**src/rtl/csr_pkg.sv**
```systemverilog
// Shared definitions for the machine-mode CSR unit: addresses, field positions,
// cause codes and the read/modify/write helper.
package csr_pkg;

    localparam logic [11:0] ADDR_MSTATUS = 12'h300;
    localparam logic [11:0] ADDR_MIE     = 12'h304;
    localparam logic [11:0] ADDR_MTVEC   = 12'h305;
    localparam logic [11:0] ADDR_MEPC    = 12'h341;
    localparam logic [11:0] ADDR_MCAUSE  = 12'h342;
    localparam logic [11:0] ADDR_MIP     = 12'h344;

    localparam int MIE_BIT  = 3;
    localparam int MPIE_BIT = 7;
    localparam int MTI_BIT  = 7;
    localparam int MEI_BIT  = 11;

    localparam logic [4:0] CAUSE_MTI = 5'd7;
    localparam logic [4:0] CAUSE_MEI = 5'd11;

    localparam logic [31:0] MSTATUS_MASK = 32'h0000_0088;
    localparam logic [31:0] MIE_MASK     = 32'h0000_0880;

    typedef enum logic [1:0] {
        CSR_NONE = 2'b00,
        CSR_RW   = 2'b01,
        CSR_RS   = 2'b10,
        CSR_RC   = 2'b11
    } csr_op_e;

    function automatic logic [31:0] csr_modify(input csr_op_e op,
                                               input logic [31:0] old_v,
                                               input logic [31:0] wd);
        logic [31:0] res;
        case (op)
            CSR_RW:  res = wd;
            CSR_RS:  res = old_v | wd;
            CSR_RC:  res = old_v & ~wd;
            default: res = old_v;
        endcase
        return res;
    endfunction

endpackage

```
**src/rtl/csr_file_irq_sync.sv**
```systemverilog
// Multi-flop synchronizer bringing an asynchronous level interrupt into the clk domain.
module irq_sync #(
    parameter int SYNC_STAGES = 2
) (
    input  logic clk,
    input  logic rst_n,
    input  logic i_irq,
    output logic o_irq
);

    logic [SYNC_STAGES-1:0] r_sync;

    // shift the raw level through the synchronizer chain
    always_ff @(posedge clk or negedge rst_n) begin
        if (!rst_n) begin
            r_sync <= '0;
        end else begin
            r_sync <= {r_sync[SYNC_STAGES-2:0], i_irq};
        end
    end

    assign o_irq = r_sync[SYNC_STAGES-1];

endmodule

```
**src/rtl/csr_file.sv**
```systemverilog
// Machine-mode CSR file: CSR read/modify/write, timer/external interrupt entry,
// mret, and the PC redirect back to fetch.
module csr_file
    import csr_pkg::*;
#(
    parameter logic [31:0] RESET_MTVEC = 32'h0000_0000,
    parameter int          SYNC_STAGES = 2
) (
    input  logic        clk,
    input  logic        reset,
    input  logic        csr_reg_wr,
    input  logic        csr_reg_rd,
    input  logic        is_mret,
    input  logic [1:0]  csr_op,
    input  logic [11:0] addr,
    input  logic [31:0] wdata,
    input  logic [31:0] pc_in,
    input  logic        timer_irq,
    input  logic        ext_irq,
    output logic [31:0] rdata,
    output logic        epc_taken,
    output logic [31:0] epc
);

    logic [31:0] r_mstatus, r_mie, r_mtvec, r_mepc, r_mcause;
    logic [31:0] w_mstatus_nxt, w_mie_nxt, w_mtvec_nxt, w_mepc_nxt, w_mcause_nxt;
    logic        w_timer_s, w_ext_s;
    logic [31:0] w_mip, w_rd_val, w_new, w_irq_act, w_base, w_vec;
    logic        w_wr_en, w_pend, w_take;
    logic [4:0]  w_cause;

    irq_sync #(.SYNC_STAGES(SYNC_STAGES)) u_sync_timer (
        .clk(clk), .rst_n(reset), .i_irq(timer_irq), .o_irq(w_timer_s)
    );
    irq_sync #(.SYNC_STAGES(SYNC_STAGES)) u_sync_ext (
        .clk(clk), .rst_n(reset), .i_irq(ext_irq), .o_irq(w_ext_s)
    );

    // mip view, pre-write read mux, pending/priority and trap target
    always_comb begin
        w_mip          = 32'h0000_0000;
        w_mip[MTI_BIT] = w_timer_s;
        w_mip[MEI_BIT] = w_ext_s;
        case (addr)
            ADDR_MSTATUS: w_rd_val = r_mstatus;
            ADDR_MIE:     w_rd_val = r_mie;
            ADDR_MTVEC:   w_rd_val = r_mtvec;
            ADDR_MEPC:    w_rd_val = r_mepc;
            ADDR_MCAUSE:  w_rd_val = r_mcause;
            ADDR_MIP:     w_rd_val = w_mip;
            default:      w_rd_val = 32'h0000_0000;
        endcase
        w_wr_en   = csr_reg_wr && (csr_op != 2'b00);
        w_new     = csr_modify(csr_op_e'(csr_op), w_rd_val, wdata);
        w_irq_act = r_mie & w_mip;
        w_pend    = r_mstatus[MIE_BIT] && (w_irq_act != 32'h0000_0000);
        // CSR writes and mret push the interrupt out so their own side effects land first
        w_take    = w_pend && !is_mret && !csr_reg_wr;
        w_cause   = w_irq_act[MEI_BIT] ? CAUSE_MEI : CAUSE_MTI;
        w_base    = {r_mtvec[31:2], 2'b00};
        w_vec     = w_base + {25'd0, w_cause, 2'b00};
    end

    // combinational outputs, forced quiet while reset is held
    always_comb begin
        rdata     = 32'h0000_0000;
        epc_taken = 1'b0;
        epc       = 32'h0000_0000;
        if (reset) begin
            rdata = csr_reg_rd ? w_rd_val : 32'h0000_0000;
            if (w_take) begin
                epc_taken = 1'b1;
                epc       = r_mtvec[0] ? w_vec : w_base;
            end else if (is_mret) begin
                epc_taken = 1'b1;
                epc       = r_mepc;
            end else begin
                epc_taken = 1'b0;
            end
        end else begin
            rdata = 32'h0000_0000;
        end
    end

    // next CSR state: software write, then trap entry, then mret (mret owns MIE/MPIE)
    always_comb begin
        w_mstatus_nxt = r_mstatus;
        w_mie_nxt     = r_mie;
        w_mtvec_nxt   = r_mtvec;
        w_mepc_nxt    = r_mepc;
        w_mcause_nxt  = r_mcause;
        if (w_wr_en) begin
            case (addr)
                ADDR_MSTATUS: w_mstatus_nxt = w_new & MSTATUS_MASK;
                ADDR_MIE:     w_mie_nxt     = w_new & MIE_MASK;
                ADDR_MTVEC:   w_mtvec_nxt   = w_new & 32'hFFFF_FFFD;
                ADDR_MEPC:    w_mepc_nxt    = w_new & 32'hFFFF_FFFC;
                ADDR_MCAUSE:  w_mcause_nxt  = w_new;
                default:      w_mcause_nxt  = r_mcause;
            endcase
        end else begin
            w_mcause_nxt = r_mcause;
        end
        if (w_take) begin
            w_mepc_nxt              = {pc_in[31:2], 2'b00};
            w_mcause_nxt            = {1'b1, 26'd0, w_cause};
            w_mstatus_nxt           = 32'h0000_0000;
            w_mstatus_nxt[MPIE_BIT] = r_mstatus[MIE_BIT];
        end else if (is_mret) begin
            w_mstatus_nxt           = 32'h0000_0000;
            w_mstatus_nxt[MIE_BIT]  = r_mstatus[MPIE_BIT];
            w_mstatus_nxt[MPIE_BIT] = 1'b1;
        end else begin
            w_mepc_nxt = w_mepc_nxt;
        end
    end

    // CSR state registers
    always_ff @(posedge clk or negedge reset) begin
        if (!reset) begin
            r_mstatus <= 32'h0000_0000;
            r_mie     <= 32'h0000_0000;
            r_mtvec   <= RESET_MTVEC;
            r_mepc    <= 32'h0000_0000;
            r_mcause  <= 32'h0000_0000;
        end else begin
            r_mstatus <= w_mstatus_nxt;
            r_mie     <= w_mie_nxt;
            r_mtvec   <= w_mtvec_nxt;
            r_mepc    <= w_mepc_nxt;
            r_mcause  <= w_mcause_nxt;
        end
    end

endmodule

```
**config.mk**
```make
export PLATFORM = sky130hd
export DESIGN_NAME = csr_file
export DESIGN_NICKNAME = d
export VERILOG_FILES = /design/src/rtl/csr_pkg.sv /design/src/rtl/csr_file_irq_sync.sv /design/src/rtl/csr_file.sv
export SDC_FILE = /design/constraint.sdc
export NUM_CORES = 1
export LEC_CHECK = 0
export BUFFER_PORTS_ARGS = -buffer_cell sky130_fd_sc_hd__buf_2
export CELL_PAD_IN_SITES_DETAIL_PLACEMENT = 1
export CELL_PAD_IN_SITES_GLOBAL_PLACEMENT = 1
export CORE_MARGIN = 1.5
export CORE_UTILIZATION = 46
export CTS_BUF_LIST = sky130_fd_sc_hd__clkbuf_4 sky130_fd_sc_hd__clkbuf_8
export CTS_CLUSTER_DIAMETER = 100
export DETAILED_ROUTE_END_ITERATION = 7
export GPL_TIMING_DRIVEN = 0
export PLACE_DENSITY_LB_ADDON = 0.1
export SYNTH_ARGS = -nofsm -noshare
export SYNTH_HDL_FRONTEND = slang
export SYNTH_HIERARCHICAL = 1
export SYNTH_SLANG_ARGS = --single-unit
```
**constraint.sdc**
```tcl
create_clock -name clk -period 7.2 [get_ports clk]
set_input_delay 0.72 -clock clk [delete_from_list [all_inputs] [get_ports clk]]
set_output_delay 0.72 -clock clk [all_outputs]
set_load 0.02 [all_outputs]
```
# == After elaboration in Yosys (flattened, before gate mapping) ==
# Index checks and enable logic that the tools add are counted.
# classes
addsub,1
n_eq_ne,9
n_mux,22
n_bitwise,4
n_reduce_logical,18
# ops
cell,n
2-to-1 mux 32 bit,16
case mux 32 bit (6 select lines),1
case mux 32 bit (3 select lines),1
equality test 12 x 10 -> 1 bit (second input constant),6
adder 32 x 6 -> 32 bit,1
bitwise AND 32 bit,1
inverter 32 bit,1
bitwise OR 32 bit,1
nonzero test 32 bit,1
bitwise AND 12 bit,1
AND reduction 2 bit,5
nonzero test 2 bit,4
nonzero test 3 bit,2
equality test 2 bit (second input constant),2
logical AND 1 bit,4
2-to-1 mux 4 bit,1
2-to-1 mux 1 bit,3
equality test 2 x 1 -> 1 bit (second input constant),1
zero test 1 bit,2
# totals
regBits,133
input_bits,85
wordCells,61

# == Longest topological paths before layout ==
# Gate-level depths: netlist of the first run.
# depth
depth_word,8
depth_mapped,10

# == Hierarchy ==
# The synthesis of the first run kept the hierarchy.
# modules_own_cells
module,instances,cells_per_inst,area_each_um2
csr_file,1,890,7209.4
irq_sync,2,2,50.0

# == Least setup slack after synthesis of the first run ==
# No wires, ideal clock.
# synth_timing
path_kind,input port to output port
from,input addr[7]
to,output rdata[10]
t_arrival_ps,2642
t_required_ps,6480
path_slack_ps,3838
stages,7
path_buffers,3
path_cell_list,or3_4 buf_4 nor4_4 buf_2 buf_2 nand2_1 a31oi_1
# synth_via
elab_chain_cells,4
# synth_lines
item,line,text
"start, declared",csr_file.sv:15,"input logic [11:0] addr,"
equality test 12 x 10 -> 1 bit,csr_file.sv:44,case (addr)
case mux 32 bit (6 select lines) (*),csr_file.sv:44,
2-to-1 mux 32 bit (*),csr_file.sv:70,rdata = csr_reg_rd ? w_rd_val : 32'h0000_0000;
2-to-1 mux 32 bit (*),csr_file.sv:69,if (reset) begin
"end, declared",csr_file.sv:20,"output logic [31:0] rdata,"
# Every way passes the cells marked *; elsewhere a longest branch is shown, timed or not.

# == Final worst setup path of the first run ==
# layout_timing
from,register r_mie[11]
to,output epc[24]
# layout_via
elab_chain_cells,7
# layout_lines
item,line,text
"start, declared",csr_file.sv:25,"logic [31:0] r_mstatus, r_mie, r_mtvec, r_mepc, r_mcause;"
"start signal, assigned",csr_file.sv:128,r_mie <= w_mie_nxt;
bitwise AND 12 bit (*),csr_file.sv:55,w_irq_act = r_mie & w_mip;
"parallel branches: the longest is 4 deep, another holds adder 32 x 6 -> 32 bit",--,
2-to-1 mux 32 bit (*),csr_file.sv:71,if (w_take) begin
2-to-1 mux 32 bit (*),csr_file.sv:69,
"end, declared",csr_file.sv:22,output logic [31:0] epc
# Every way passes the cells marked *.

==> results of run 1 <==
## state kept, by name, indices dropped and copies added, names as in the netlist
register,flops
r_mcause,32
u_sync_ext/r_sync,2
r_mie,2
r_mepc,30
r_mstatus,2
u_sync_timer/r_sync,2
r_mtvec,31
## metal layers
metal | wire length (µm) | up-vias | track usage, %
li1 | - | 3633 | -
met1 | 12910 | 4165 | 51.21
met2 | 14840 | 559 | 63.89
met3 | 3296 | 99 | 9.414
met4 | 1354 | 0 | 17.71
met5 | 0 | - | 0
## power by group through the flow
stage	combinational [mW]	clock (mW)	sequential, mW
6_report	0.160	0.370	0.576
3_3_place_gp	0.150	0	0.586
5_1_grt	0.171	0.386	0.576
4_1_cts	0.156	0.372	0.575
2_1_floorplan	0.0811	0	0.585
3_5_place_dp	0.156	0	0.586
## cell usage in the layout (no fill, tap or decap), drive strengths merged, types with 4 or more instances in the layout
cell type  synthesis  layout
o21ai             84      84
xnor2             23      23
a31oi             11      11
a21oi             99      99
nand2b             9       9
o211ai             6       6
nor2b              7       7
nor4               5       5
nand4b             9       9
dfrtp            101     101
clkbuf            59      72
buf               30     167
a211oi            29      29
o2bb2ai            8       8
nand3             27      27
nand2             88      88
a32o              11      11
and3              10      10
o32a               8       8
a222oi            18      18
xor2              20      20
a21o              11      11
o31ai              9       9
or3                4       4
nor2              72      72
nor3              22      22
o22ai             10      10
nand4             24      24
a22o              10      10
inv                9       9
a22oi             27      27
## worst register-to-register path, stage by stage, from the launching register on
cell and delay [ps]:
dfrtp_1 400, or3b_2 500, a21oi_2 420, buf_2 410
buf_1 640, nand2_1 140, o211ai_1 130
## metrics by stage
stage	power, mW	std cells
finish	1.105	1259
global route	1.134	1259
CTS	1.103	1259
detailed placement	0.7423	1243
global placement	0.7364	1241
floorplan	0.6661	895
## worst max-delay path by stage
| stage | start | endpoint | slack, ps | cells after the start |
|---|---|---|---|---|
| 2_1_floorplan | addr[7] | rdata[10] | 3840 | 7 |
| 3_3_place_gp | reset | epc[18] | 1930 | 7 |
| 3_5_place_dp | addr[7] | rdata[19] | 3110 | 9 |
| 4_1_cts | r_mie[11] | epc[26] | 2720 | 10 |
| 5_1_grt | r_mie[11] | epc[24] | 2440 | 10 |
| 6_report | r_mie[11] | epc[24] | 2600 | 10 |
## logic make-up (layout without fill, tap and decap cells)
kind of cell / after synthesis / count (layout) / share of synthesized area [%]
flops: 101 / 101 / 34.58
mux: 5 / 5 / 0.7360
other cells: 1 / 2 / 0.05130
buf+inv: 98 / 251 / 5.940
compound gates: 344 / 344 / 31.51
xor+xnor: 43 / 43 / 5.152
fa+ha+maj: 3 / 3 / 0.5136
simple gates: 299 / 299 / 21.52
## cell type report
type	count	area share, %
inverters	9	0.3985
clock buffers	13	1.963
flip-flops and latches	101	29.82
plain buffers	89	4.723
well taps	211	3.114
repair buffers	137	8.413
clock inverters	3	0.2362
multi-input cells	696	51.34
==> impl_metrics.json, run 1 <==
{
  "antenna_found_initial": 0,
  "p_per_area_mw_per_mm2": 130.4,
  "ctsResizeCount": 0,
  "finalCritPeriodShare_pct": 63.84,
  "p_seq_share_pct": 52.1,
  "ant_nets": 0,
  "dpl_cell_area_mm2": 0.008290,
  "ys_seq_area_share_pct": 34.58,
  "synth.most_common_cell": "dfrtp_1",
  "ctsHoldBuffers": 0,
  "synth_top_cell_by_area": "dfrtp_1",
  "routed_via_density": 6.716,
  "fmax_mhz": 217.6,
  "yosys.cell_types.count": 65,
  "die_h_um": 129.1,
  "diodes": 0,
  "worstPathArrival_ps": 3880,
  "wl_per_cell_um": 25.73,
  "synth_area_leaders": "dfrtp_1, a21oi_1, o21ai_0",
  "globalplace.congestion": 0.9614,
  "worstReg2RegStart": "r_mstatus[3]",
  "tightest_slew_ps": 1460,
  "p_comb_share_pct": 14.5,
  "max-vdd-ir-drop_mv": 0.09233,
  "fp-row-count": 45,
  "r2r-end": "r_mepc[29]",
  "grt_pass1_wl_mm": 48.87,
  "initial_core_util_pct": 47.55,
  "globalRouteTotalUtil_pct": 39.74,
  "status": "complete, but fails checks",
  "ys_ff_latch": 101,
  "holdWs_ps": 316.9,
  "cp-end-kind": "primary output",
  "synth_edf_count": 0,
  "clockPowerShare_pct": 33.4,
  "p_switching_uw": 330.2,
  "synth_top_area_share_pct": 34.58,
  "multi_input_area_mm2": 0.004352,
  "chipWidth_um": 129.1,
  "drt_iter0_drc": 859,
  "final_nets": 1131,
  "worstSkewPairLatency_ps": 400,
  "pre_cts_ws_ps": 3106,
  "rsz0062_at_grt": "no",
  "clk_path_buf_depth": 2,
  "wl_mm": 32.40,
  "final.setup_skew_ps": 17.85,
  "crit_chain": "nand2_1 > inv_1 > ha_1 > o21ai_0 > a211oi_1 > and3_1 > nand2_1 > xor2_1 > a21oi_1 > buf_2",
  "synthCells": 894,
  "path_clk_slew_ps": 110,
  "crit_family": "compound AO/OA/AOI/OAI gates",
  "relSlewSlack_pct": 2.102,
  "cp.required_ps": 6480,
  "overflow": 0,
  "firstDrtPassIters": 7,
  "cts_made_buffers": 9,
  "syn_area_per_cell_um2": 8.176,
  "crit_type": "flip-flop to primary output",
  "p_leak_nw": 3.516,
  "synth_common_cells": "dfrtp_1, a21oi_1, nand2_1, o21ai_0, nor2_1",
  "cts_setup_buffers": 0,
  "start_kind": "flip-flop",
  "grt_pass1_vias": 8333,
  "clock_sinks": 101,
  "holdCritPathClass": "primary input to asynchronous set/reset pin",
  "fin_crit_ps": 4596,
  "grt_start_max_net_pins": 64,
  "path_max_fanout": 8,
  "hold_viol": 0,
  "final_cell_area_mm2": 0.008477,
  "max_stage_delay_ps": 1210,
  "htree_num_levels": 3,
  "io_buffer_count": 135,
  "cts_tree": "done",
  "drv_cap": 1,
  "syn_to_final_growth_pct": 15.97,
  "cpMostUsedCell": "nand2_1",
  "via_count": 8456,
  "clockRootBuffer": "clkbuf_8",
  "reg2reg_depth": 6,
  "syn_area_mm2": 0.007310,
  "cp_slowest_cell": "a211oi_1",
  "seq_area_mm2": 0.002527,
  "setup_viol": 0,
  "tns_ps": 0,
  "swShare_pct": 29.88,
  "num_io_pins": 150,
  "drive_above_1_share_pct": 20.23,
  "fin_util_pct": 55.15,
  "r2r_setup_slack_ps": 4470,
  "n_fill_cell": 1994,
  "critPathBufInv": 2,
  "fp.dieArea_mm2": 0.01666,
  "intPower_uw": 774.9,
  "hpwlAfterDp_mm": 23.26,
  "yosys_warnings": 6,
  "violations": "max-capacitance violations",
  "synthArstFlopShare_pct": 100.0,
  "worst_slack_ps": 2604,
  "slew_viol_final": 0,
  "drc": 0,
  "synth_ff_type": "dfrtp_1",
  "core-area_mm2": 0.01537
}
No activity file was read; power rests on OpenSTA's default activity.
==> inputs of run 2 (changes only) <==
Settings changed: CORE_UTILIZATION 46 to 38.
Clock period 7.2 ns to 3.8 ns, I/O delays scaled along.
==> run 2 against run 1 <==
The run now ends clean. Final area rose by 0.87%. Critical path depth did not move. Clock skew fell by 2.7 ps. Die area rose by 21%. Total power rose by 98%. Critical path type unchanged. Largest cell class unchanged.
==> impl_metrics.json, run 2 (synthesis results as in run 1) <==
{
  "clockPowerShare_pct": 36.0,
  "final_cell_area_mm2": 0.008551,
  "drive_above_1_share_pct": 20.32,
  "drt_iter0_drc": 991,
  "max_stage_delay_ps": 690,
  "globalplace.congestion": 0.9142,
  "hold_viol": 0,
  "final_cell_mix": "buf_2, dfrtp_1, a21oi_1",
  "htree_num_levels": 3,
  "worstSkewPairLatency_ps": 400,
  "fmax_mhz": 266.0,
  "path_max_fanout": 8,
  "p_comb_share_pct": 14.1,
  "globalRouteTotalUtil_pct": 34.04,
  "initial_core_util_pct": 38.95,
  "clk_path_buf_depth": 2,
  "cp_slowest_cell": "a211oi_2",
  "max-vdd-ir-drop_mv": 0.1471,
  "overflow": 0,
  "via_count": 8238,
  "p_leak_nw": 3.531,
  "largest_register_ffs": 32,
  "start_kind": "flip-flop",
  "drv_cap": 0,
  "chipWidth_um": 141.7,
  "setup_viol": 0,
  "routed_via_density": 6.426,
  "critPathBufInv": 2,
  "p_switching_uw": 668.8,
  "rsz0062_at_grt": "yes",
  "crit_family": "compound AO/OA/AOI/OAI gates",
  "pre_cts_ws_ps": 182.2,
  "regMostFlops": "r_mcause",
  "clockRootBuffer": "clkbuf_8",
  "slew_viol_final": 0,
  "num_io_pins": 150,
  "cts_made_buffers": 9,
  "core-area_mm2": 0.01877,
  "fp-row-count": 50,
  "p_per_area_mw_per_mm2": 255.9,
  "path_clk_slew_ps": 110,
  "antenna_found_initial": 0,
  "fp.dieArea_mm2": 0.02008,
  "crit_type": "flip-flop to primary output",
  "ant_nets": 0,
  "io_buffer_count": 135,
  "cpMostUsedCell": "nand2_1",
  "total_power_mw": 2.188,
  "grt_start_max_net_pins": 64,
  "grt_pass1_vias": 8050,
  "wl_mm": 33.94,
  "status": "finished, final reports clean",
  "crit_chain": "nand2_1 > inv_1 > ha_1 > o21ai_0 > a211oi_2 > and3_1 > nand2_1 > xor2_1 > a21oi_1 > buf_2",
  "relSlewSlack_pct": 5.714,
  "holdCritPathClass": "primary input to flip-flop",
  "fin_crit_ps": 3760,
  "diodes": 0,
  "cts_tree": "done",
  "cts_setup_buffers": 0,
  "cp.required_ps": 3420,
  "dpl_cell_area_mm2": 0.008312,
  "r2r_setup_slack_ps": 990,
  "final.setup_skew_ps": 15.20,
  "die_h_um": 141.7,
  "syn_to_final_growth_pct": 16.98,
  "final_common_cell": "buf_2",
  "firstDrtPassIters": 6,
  "wl_per_cell_um": 26.48,
  "hpwlAfterDp_mm": 24.33,
  "clock_sinks": 101,
  "drc": 0,
  "grt_pass1_wl_mm": 50.30,
  "swShare_pct": 30.56,
  "finalCritPeriodShare_pct": 98.95,
  "cp-end-kind": "primary output",
  "worst_slack_ps": 39.94,
  "p_seq_share_pct": 49.9,
  "worstPathArrival_ps": 3380,
  "final_nets": 1131,
  "reg_top3": "r_mcause x32, r_mtvec x31, r_mepc x30",
  "tightest_slew_ps": 1403,
  "intPower_mw": 1.519
}
## run 2: path summary, 6_finish.rpt
path | start | endpoint | cells after the start
max in group asynchronous | reset | r_mcause[23] | 3
setup reg to reg | r_mstatus[3] | r_mepc[4] | 6
hold reg to reg | u_sync_ext/r_sync[0] | u_sync_ext/r_sync[1] | 0
min in group asynchronous | reset | u_sync_timer/r_sync[0] | 2
setup / recovery | r_mie[11] | epc[24] | 10
hold / removal | ext_irq | u_sync_ext/r_sync[0] | 1
## run 2: per-layer routing
| layer | vias to the layer above | wire length, µm | global-route usage (%) |
|---|---|---|---|
| met4 | 0 | 935 | 11.23 |
| met2 | 412 | 15270 | 53.09 |
| met5 | - | 0 | 0 |
| met3 | 53 | 2883 | 5.974 |
| met1 | 4137 | 14850 | 47.79 |
| li1 | 3636 | - | - |
## run 2: area by class of cell
cell class | count | area (µm²)
timing repair buffer | 137 | 719.4
inverter | 9 | 33.78
multi-input combinational | 696 | 4362
tap | 234 | 292.8
clock buffer | 11 | 145.1
buffer | 89 | 406.6
fill | 2343 | 10220
clock inverter | 5 | 63.81
sequential | 101 | 2527
## run 2: power groups by stage
stage	logic (mW)	registers [mW]	clock network (mW)
after global routing	0.333	1.09	0.817
after global placement	0.292	1.11	0
after floorplan	0.154	1.11	0
after CTS	0.303	1.09	0.788
after detailed placement	0.301	1.11	0
final	0.309	1.09	0.789
## run 2: what timing repair did
item	in CTS	in global routing
endpoints found under the setup margin	21	23
gates resized for setup	0	4
hold endpoints to repair	21	0
hold buffers	1	0
## run 2: worst reg2reg max path, stage by stage (launching register included)
cell and delay [ps]:
dfrtp_1 400, or3b_2 490, a21oi_2 440, buf_2 420
clkdlybuf4s15_1 730, nand2_1 140, o211ai_1 120
## run 2: through the flow
step | hold WS [ps] | std cells | TNS, ps | utilization (%)
CTS | 75.38 | 1282 | -2933 | 45.45
global route | 75.38 | 1282 | -506.8 | 45.56
finish | 80.09 | 1282 | 0 | 45.56
floorplan | 84.41 | 895 | 0 | -
detailed placement | 342.7 | 1265 | 0 | 44.29
global placement | 337.6 | 1264 | -25640 | 44.13
